--- src/rtl/match_controller.sv ---
// Round/health manager for N fighters: applies damage, runs the round clock,
// tracks round wins and drives registered BCD digits for the HEX displays.
module match_controller #(
  parameter int NUM_PLAYERS    = 2,
  parameter int HP_MAX         = 99,
  parameter int DMG_W          = 4,
  parameter int TRADE_MODE     = 0,
  parameter int ROUND_SECS     = 99,
  parameter int FRAMES_PER_SEC = 60,
  parameter int ROUNDS_TO_WIN  = 2,
  parameter int HOLD_FRAMES    = 120,
  localparam int HP_W          = $clog2(HP_MAX + 1)
) (
  input  logic                         Clk,
  input  logic                         Reset_n,
  input  logic                         frame_tick,
  input  logic                         start,
  input  logic [NUM_PLAYERS-1:0]       hit_valid,
  input  logic [NUM_PLAYERS*DMG_W-1:0] hit_dmg,
  output logic [NUM_PLAYERS*HP_W-1:0]  health,
  output logic [NUM_PLAYERS*4-1:0]     hp_tens,
  output logic [NUM_PLAYERS*4-1:0]     hp_ones,
  output logic [3:0]                   time_tens,
  output logic [3:0]                   time_ones,
  output logic [NUM_PLAYERS*2-1:0]     wins,
  output logic [2:0]                   state,
  output logic                         round_active,
  output logic                         ko_pulse,
  output logic [2:0]                   winner
);

  localparam int TM_W = $clog2(ROUND_SECS + 1);
  localparam int FR_W = $clog2(FRAMES_PER_SEC + 1);
  localparam int HD_W = $clog2(HOLD_FRAMES + 1);
  localparam int SW   = (HP_W > DMG_W) ? HP_W : DMG_W;
  localparam logic [2:0] NO_WIN     = 3'd7;
  localparam logic [1:0] WIN_TARGET = 2'(ROUNDS_TO_WIN);

  typedef enum logic [2:0] {
    IDLE      = 3'd0,
    FIGHT     = 3'd1,
    ROUND_END = 3'd2,
    GAME_OVER = 3'd3
  } state_t;

  state_t            state_reg, state_next;
  logic [HP_W-1:0]   health_reg [NUM_PLAYERS];
  logic [HP_W-1:0]   hit_health [NUM_PLAYERS];
  logic [1:0]        wins_reg   [NUM_PLAYERS];
  logic [TM_W-1:0]   timer_reg;
  logic [FR_W-1:0]   frame_cnt_reg;
  logic [HD_W-1:0]   hold_cnt_reg;
  logic [2:0]        winner_reg;
  logic              ko_pulse_reg;
  logic [3:0]        time_tens_reg, time_ones_reg;
  logic [6:0]        timer7;

  int                hit_cnt, alive_cnt, max_cnt;
  logic              trade_block, round_over, match_won, hold_done, sec_wrap;
  logic [2:0]        survivor, max_idx, round_winner, match_idx;
  logic [HP_W-1:0]   max_hp;

  // Per-player damage application, output packing and health BCD
  for (genvar gi = 0; gi < NUM_PLAYERS; gi++) begin : g_player
    logic [SW-1:0] hp_ext, dmg_ext;
    logic [6:0]    hp7;
    logic [3:0]    tens_reg, ones_reg;

    assign hp_ext  = SW'(health_reg[gi]);
    assign dmg_ext = SW'(hit_dmg[gi*DMG_W +: DMG_W]);
    assign hit_health[gi] = (!hit_valid[gi] || trade_block) ? health_reg[gi] :
                            (dmg_ext >= hp_ext) ? '0 : HP_W'(hp_ext - dmg_ext);

    assign hp7 = 7'(health_reg[gi]);
    always_ff @(posedge Clk) begin
      tens_reg <= 4'(hp7 / 7'd10);
      ones_reg <= 4'(hp7 % 7'd10);
    end

    assign health[gi*HP_W +: HP_W] = health_reg[gi];
    assign hp_tens[gi*4 +: 4]      = tens_reg;
    assign hp_ones[gi*4 +: 4]      = ones_reg;
    assign wins[gi*2 +: 2]         = wins_reg[gi];
  end

  always_comb begin
    hit_cnt = 0;
    for (int i = 0; i < NUM_PLAYERS; i++)
      if (hit_valid[i]) hit_cnt++;
    trade_block = (TRADE_MODE == 0) && (hit_cnt > 1);
  end

  // Round-end evaluation on the registered (already updated) health and timer
  always_comb begin
    alive_cnt = 0;
    survivor  = NO_WIN;
    max_hp    = '0;
    max_cnt   = 0;
    max_idx   = NO_WIN;
    for (int i = 0; i < NUM_PLAYERS; i++) begin
      if (health_reg[i] != '0) begin
        alive_cnt++;
        survivor = 3'(i);
      end
      if (health_reg[i] > max_hp) begin
        max_hp  = health_reg[i];
        max_cnt = 1;
        max_idx = 3'(i);
      end else if (health_reg[i] == max_hp) begin
        max_cnt++;
      end
    end
    round_over = (alive_cnt <= 1) || (timer_reg == '0);
    if (alive_cnt <= 1)
      round_winner = (alive_cnt == 1) ? survivor : NO_WIN;
    else
      round_winner = (max_cnt == 1) ? max_idx : NO_WIN;
  end

  always_comb begin
    match_won = 1'b0;
    match_idx = NO_WIN;
    for (int i = 0; i < NUM_PLAYERS; i++)
      if (wins_reg[i] == WIN_TARGET) begin
        match_won = 1'b1;
        match_idx = 3'(i);
      end
  end

  assign hold_done = (hold_cnt_reg == HD_W'(HOLD_FRAMES));
  assign sec_wrap  = (frame_cnt_reg == FR_W'(FRAMES_PER_SEC - 1));

  always_ff @(posedge Clk) begin
    if (!Reset_n) state_reg <= IDLE;
    else          state_reg <= state_next;
  end

  always_comb begin
    state_next = state_reg;
    case (state_reg)
      IDLE:      if (start) state_next = FIGHT;
      FIGHT:     if (round_over) state_next = ROUND_END;
      ROUND_END: if (hold_done) state_next = match_won ? GAME_OVER : FIGHT;
      GAME_OVER: if (start) state_next = IDLE;
      default:   state_next = IDLE;
    endcase
  end

  // Datapath; a tick landing on a transition edge is dropped since the new state starts its counters at 0
  always_ff @(posedge Clk) begin
    if (!Reset_n) begin
      for (int i = 0; i < NUM_PLAYERS; i++) begin
        health_reg[i] <= HP_W'(HP_MAX);
        wins_reg[i]   <= 2'd0;
      end
      timer_reg     <= TM_W'(ROUND_SECS);
      frame_cnt_reg <= '0;
      hold_cnt_reg  <= '0;
      winner_reg    <= NO_WIN;
      ko_pulse_reg  <= 1'b0;
    end else begin
      ko_pulse_reg <= 1'b0;
      case (state_reg)
        IDLE: begin
          if (start) begin
            frame_cnt_reg <= '0;
            hold_cnt_reg  <= '0;
          end
        end
        FIGHT: begin
          if (round_over) begin
            ko_pulse_reg <= 1'b1;
            winner_reg   <= round_winner;
            hold_cnt_reg <= '0;
            for (int i = 0; i < NUM_PLAYERS; i++)
              if (round_winner == 3'(i) && wins_reg[i] != 2'd3)
                wins_reg[i] <= wins_reg[i] + 2'd1;
          end else begin
            for (int i = 0; i < NUM_PLAYERS; i++)
              health_reg[i] <= hit_health[i];
            if (frame_tick) begin
              if (sec_wrap) begin
                frame_cnt_reg <= '0;
                if (timer_reg != '0) timer_reg <= timer_reg - TM_W'(1);
              end else begin
                frame_cnt_reg <= frame_cnt_reg + FR_W'(1);
              end
            end
          end
        end
        ROUND_END: begin
          if (hold_done) begin
            hold_cnt_reg <= '0;
            if (match_won) begin
              winner_reg <= match_idx;
            end else begin
              for (int i = 0; i < NUM_PLAYERS; i++)
                health_reg[i] <= HP_W'(HP_MAX);
              timer_reg     <= TM_W'(ROUND_SECS);
              frame_cnt_reg <= '0;
              winner_reg    <= NO_WIN;
            end
          end else if (frame_tick) begin
            hold_cnt_reg <= hold_cnt_reg + HD_W'(1);
          end
        end
        GAME_OVER: begin
          if (start) begin
            for (int i = 0; i < NUM_PLAYERS; i++) begin
              health_reg[i] <= HP_W'(HP_MAX);
              wins_reg[i]   <= 2'd0;
            end
            timer_reg     <= TM_W'(ROUND_SECS);
            frame_cnt_reg <= '0;
            hold_cnt_reg  <= '0;
            winner_reg    <= NO_WIN;
          end
        end
        default: ;
      endcase
    end
  end

  assign timer7 = 7'(timer_reg);
  always_ff @(posedge Clk) begin
    time_tens_reg <= 4'(timer7 / 7'd10);
    time_ones_reg <= 4'(timer7 % 7'd10);
  end

  assign time_tens    = time_tens_reg;
  assign time_ones    = time_ones_reg;
  assign state        = state_reg;
  assign round_active = (state_reg == FIGHT);
  assign ko_pulse     = ko_pulse_reg;
  assign winner       = winner_reg;

endmodule
--- config.mk ---
export PLATFORM = sky130hd
export DESIGN_NAME = match_controller
export DESIGN_NICKNAME = d
export VERILOG_FILES = /design/src/rtl/match_controller.sv
export SDC_FILE = /design/constraint.sdc
export NUM_CORES = 1
export LEC_CHECK = 0
export CAP_MARGIN = 0
export CORE_MARGIN = 2
export CORE_UTILIZATION = 45
export CTS_CLUSTER_SIZE = 12
export DETAILED_ROUTE_END_ITERATION = 10
export PLACE_DENSITY = 0.68
export SYNTH_ARGS = -nofsm -noshare
export SYNTH_HDL_FRONTEND = slang
export SYNTH_SLANG_ARGS = --single-unit
--- constraint.sdc ---
create_clock -name Clk -period 4.3 [get_ports Clk]
set_clock_uncertainty 0.15 [all_clocks]
set_input_delay 0.43 -clock Clk [delete_from_list [all_inputs] [get_ports Clk]]
set_output_delay 0.43 -clock Clk [all_outputs]
set_load 0.02 [all_outputs]
=== Yosys cells after proc, flatten, opt, wreduce, memory -nomap -nowiden ===
Memory sizes are Yosys's and may differ from the RTL's.
Cells that the tools add are included.

* Latch bits: 0
* Bits in read-only memories: 0
* Register bits: 51
* Memories kept: 2
* Bits in writable memories: 18

{| class="wikitable"
|+ Memory list
! name !! words !! width !! rd ports !! clocked after Yosys merged registers in !! wr ports !! line !! RTL
|-
| health_reg || 2 || 7 || 2 || 0 || 2 || 47 || <nowiki>logic [HP_W-1:0] health_reg [NUM_PLAYERS];</nowiki>
|-
| wins_reg || 2 || 2 || 2 || 0 || 2 || 49 || <nowiki>logic [1:0] wins_reg [NUM_PLAYERS];</nowiki>
|}

* Multipliers: 0
* $add $sub $neg: 10
* Mux-type cells: 90
* Bitwise logic cells: 10
* Divide/modulo/power cells: 6
* Shifts and indexed selects: 0
* Eq/ne operators: 24
* Reduce and logical (&&, ||, !) cells: 23
* Order comparisons: 6

{| class="wikitable"
|+ Operators by type and width
! cell !! number
|-
| two-way mux 7 bit || 22
|-
| two-way mux 32 bit || 4
|-
| adder 32 x 2 -> 32 bit, second input constant || 3
|-
| == test 32 x 2 -> 1 bit, second input constant || 2
|-
| two-way mux 3 bit || 17
|-
| one-hot mux 7 bit (3 select lines) || 2
|-
| two-way mux 6 bit || 6
|-
| > comparator 32 x 2 -> 1 bit, second input constant || 1
|-
| less-or-equal comparator 32 x 2 -> 1 bit, second input constant || 1
|-
| two-way mux 1 bit || 31
|-
| divider 7 x 4 -> 7 bit, second input constant || 3
|-
| modulo 7 x 4 -> 7 bit, second input constant || 3
|-
| nonzero test 7 bit || 3
|-
| one-hot mux 6 bit (3 select lines) || 1
|-
| inequality test 2 bit, second input constant || 8
|-
| >= comparator 4 x 7 -> 1 bit || 2
|-
| zero test 7 bit || 2
|-
| subtractor 7 x 4 -> 7 bit || 2
|-
| one-hot mux 3 bit (4 select lines) || 1
|-
| AND reduction 4 bit || 3
|-
| two-way mux 2 bit || 5
|-
| OR 1 bit || 10
|-
| one-hot mux 3 bit (3 select lines) || 1
|-
| inequality test 2 x 1 -> 1 bit, second input constant || 4
|-
| other kinds (22) || 32
|}

=== Longest topological paths before layout ===
An unclocked memory read counts as a cell.

* Depth in word-level cells: 19
* Depth in mapped cells: 11

=== Worst setup path after synthesis ===
OpenSTA, ideal clock, no wires.

* Kind: register -> register
* From: memory health_reg[0][13] in the netlist's numbering
* To: register frame_cnt_reg[3]
* Period minus slack after synthesis: 3.155 ns
* Arrival: 2.935 ns
* Path buffers: 2
* Setup slack: 1.145 ns
* Cell stages (with the launch flop): 11
* Required time: 4.080 ns
* Cells stage by stage: edfxtp_1 > buf_1 > clkbuf_1 > nor2_1 > nand3_1 > ha_1 > o311ai_1 > a2111o_1 > or2_1 > or3b_1 > a21boi_1

{| class="wikitable"
|+ RTL lines
! what !! line !! RTL
|-
| start: declaration || 47 ||
|-
| end signal: assignment || 186 || <nowiki>frame_cnt_reg <= frame_cnt_reg + FR_W'(1);</nowiki>
|-
| end: declaration || 51 || <nowiki>logic [FR_W-1:0] frame_cnt_reg;</nowiki>
|}

==> impl_metrics.yaml <==
floorplan:
  dieHeight_um: 106
  die_x_um: 106
  io_pins: 64
  num_rows: 37
  start_util: 0.458
  fp.dieArea_sq_um: 11200
  core_area_sq_um: 10200
critical_path:
  crit_chain: "or4_1 > nor2_1 > inv_1 > ha_1 > o21ai_0 > nor2_1 > a41oi_1 > mux2_2 > nor4_1"
  worstSetupPathType: "reg -> reg"
  cp.required_ns: 4.32
  cp.arrival_ns: 3.38
  end_kind: "flop"
  cp_common_cell: "nor2_1"
  cpMaxStageDelayCell: "edfxtp_1"
  critPathLaunchType: "flop"
  cpPeakStageDelay_ns: 0.64
  worstPathMaxFanout: 17
layout:
  final_layout_size_suffix_gt1_frac: 0.0506
  nNetsFinal: 658
  diodes: 0
  area_growth_pct: 19.1
  most-common-layout-cells: "clkdlybuf4s50_1 (62), dfxtp_1 (49), nand2_1 (46), inv_1 (42), nor2_1 (41)"
  stdcell_count: 749
  largest_reg_flops: 14
  final_common_cell: "clkdlybuf4s50_1"
clock_network:
  clk_latency_ns: 0.36
  holdBufCountCts: 0
  cts_sinks: 67
  tritoncts: "yes"
  path_clk_slew_ns: 0.08
  cts_made_buffers: 9
  ctsResizeCount: 0
  ctsHtreeMaxLevel: 3
  clockBufferDepth: 2
  post_cts_buffers: 0
  root_buffer: "clkbuf_8"
logic_synthesis:
  ys.flop_type: "dfxtp_1"
  async_reset_ff_frac: 0
  postSynthCellCount: 563
  syn_area_sq_um: 4660
  ys_seq_elements: 67
  syn_area_per_cell_sq_um: 8.28
  yosysSeqAreaShare: 0.326
  synth_warnings: 0
  ys_types: 77
  synth_edf_count: 18
  syn_nets: 613
placed_design:
  port_buffers: 62
  globalplace.congestion: 0.869
  place_hpwl_um: 7870
  dpl.cell_count: 733
timing:
  slew_violations: 0
  fmax_ghz: 0.297
  hold_violations: 0
  max_slew_margin: 0.317
  rsz0062_at_grt: "no"
  final-setup-viol-count: 0
  fin_hold_ws_ns: 0.263
  tns_ns: 0
  period_share: 0.782
  worstMarginPinSlew_ns: 1.01
  layout_min_cycle_time_ns: 3.36
grt:
  top_usage_layer: "met2"
  overflow: 0
  grt_util_met3: 0.0315
  grt_pass1_wl_um: 17800
  antenna_found_initial: 0
  grt_util_all_layers: 0.194
  use_met1: 0.250
  grt_max_degree: 24
  grt_pass1_vias: 3877
  use_met2: 0.320
run_status:
  status: "complete, no violations"
run:
  maxCapViolCount: 0
power_and_ir_drop:
  p_leak_nw: 2.18
  peakVddDrop_mv: 0.368
  p_per_area_nw_per_um2: 476
detailed_routing:
  wirelength_um: 10700
  wl_per_cell_um: 14.2
  first_iter_violations: 166
  antenna_left: 0
  vias_per_cell: 5.64
  firstDrtPassIters: 4
  drc_errors: 0
  vias: 4223
hold_path:
  hold_path_class: "reg -> reg"
-- where the power goes --
part           switching [mW]  internal, mW  leakage, nW  total, mW
Combinational           0.655         0.519         1.51       1.17
Sequential              0.110         0.771        0.564      0.880
Clock                   0.263         0.324        0.103      0.587
-- metrics by stage --
| step | util | power, mW | instance area (sq um) | worst slack [ns] |
|---|---|---|---|---|
| 6_report | 0.545 | 2.64 | 5550 | 0.938 |
| 5_1_grt | 0.545 | 2.82 | 5550 | 0.674 |
| 4_1_cts | 0.545 | 2.66 | 5550 | 0.965 |
| 3_5_place_dp | 0.524 | 2.07 | 5340 | 0.998 |
| 3_3_place_gp | 0.524 | 2.04 | 5340 | 1.11 |
| 2_1_floorplan | - | 1.68 | 4660 | 1.14 |
-- cells in the mapped netlist (7+ instances only) --
library cell	count	area [sq um]
o21ai_0	37	185
xnor2_1	11	96.3
nand3_1	18	90.1
nor2b_1	20	125
dfxtp_1	49	981
nor2_1	41	154
o31ai_1	8	60.1
ha_1	34	425
clkbuf_1	21	78.8
nand4_1	8	50.1
and3_1	9	56.3
nand2_1	46	173
edfxtp_1	18	541
a21oi_1	28	140
nand2b_1	14	87.6
nor3_1	18	90.1
inv_1	42	158
xor2_1	7	61.3
-- cells by family after synthesis --
group	share of synthesized area
compound gates	0.213
xor+xnor	0.0338
simple gates	0.250
fa+ha+maj	0.0999
buf+inv	0.0628
other cells	0.000805
mux	0.0132
flops	0.326
-- critical path: cells and delay by family, from the launching register on --
family                   cells  cell delay [ns]
AND/OR/NAND/NOR              4             1.02
flip-flops                   1             0.64
AO/OA/AOI/OAI                2             0.54
multiplexers                 1             0.42
adder cells (fa/ha/maj)      1             0.31
buffers and inverters        1             0.09
-- final timing paths --
kind,slack (ns),start,cells past startpoint,to
worst max register to register,0.94,health_reg[0][2],9,wins_reg[0][2]
worst max-delay path,0.94,health_reg[0][2],9,wins_reg[0][2]
worst min register to register,0.26,timer7[0],0,time_ones[0]
worst min-delay path,0.26,timer7[0],0,time_ones[0]
-- routing by layer --
metal | share of wire | vias up
met4 | 0.015 | 0
met5 | 0 | -
met2 | 0.48 | 96
li1 | - | 2120
met3 | 0.041 | 13
met1 | 0.47 | 1994
-- final cells by class --
type	instances	area (sq um)
well taps	136	170
fillers	952	4630
clock inverters	7	92.6
multi-input cells	423	2850
clock buffers	9	124
flip-flops and latches	67	1520
repair buffers	64	636
inverters	43	161
Note: power is estimated with default switching activity, not from simulation.
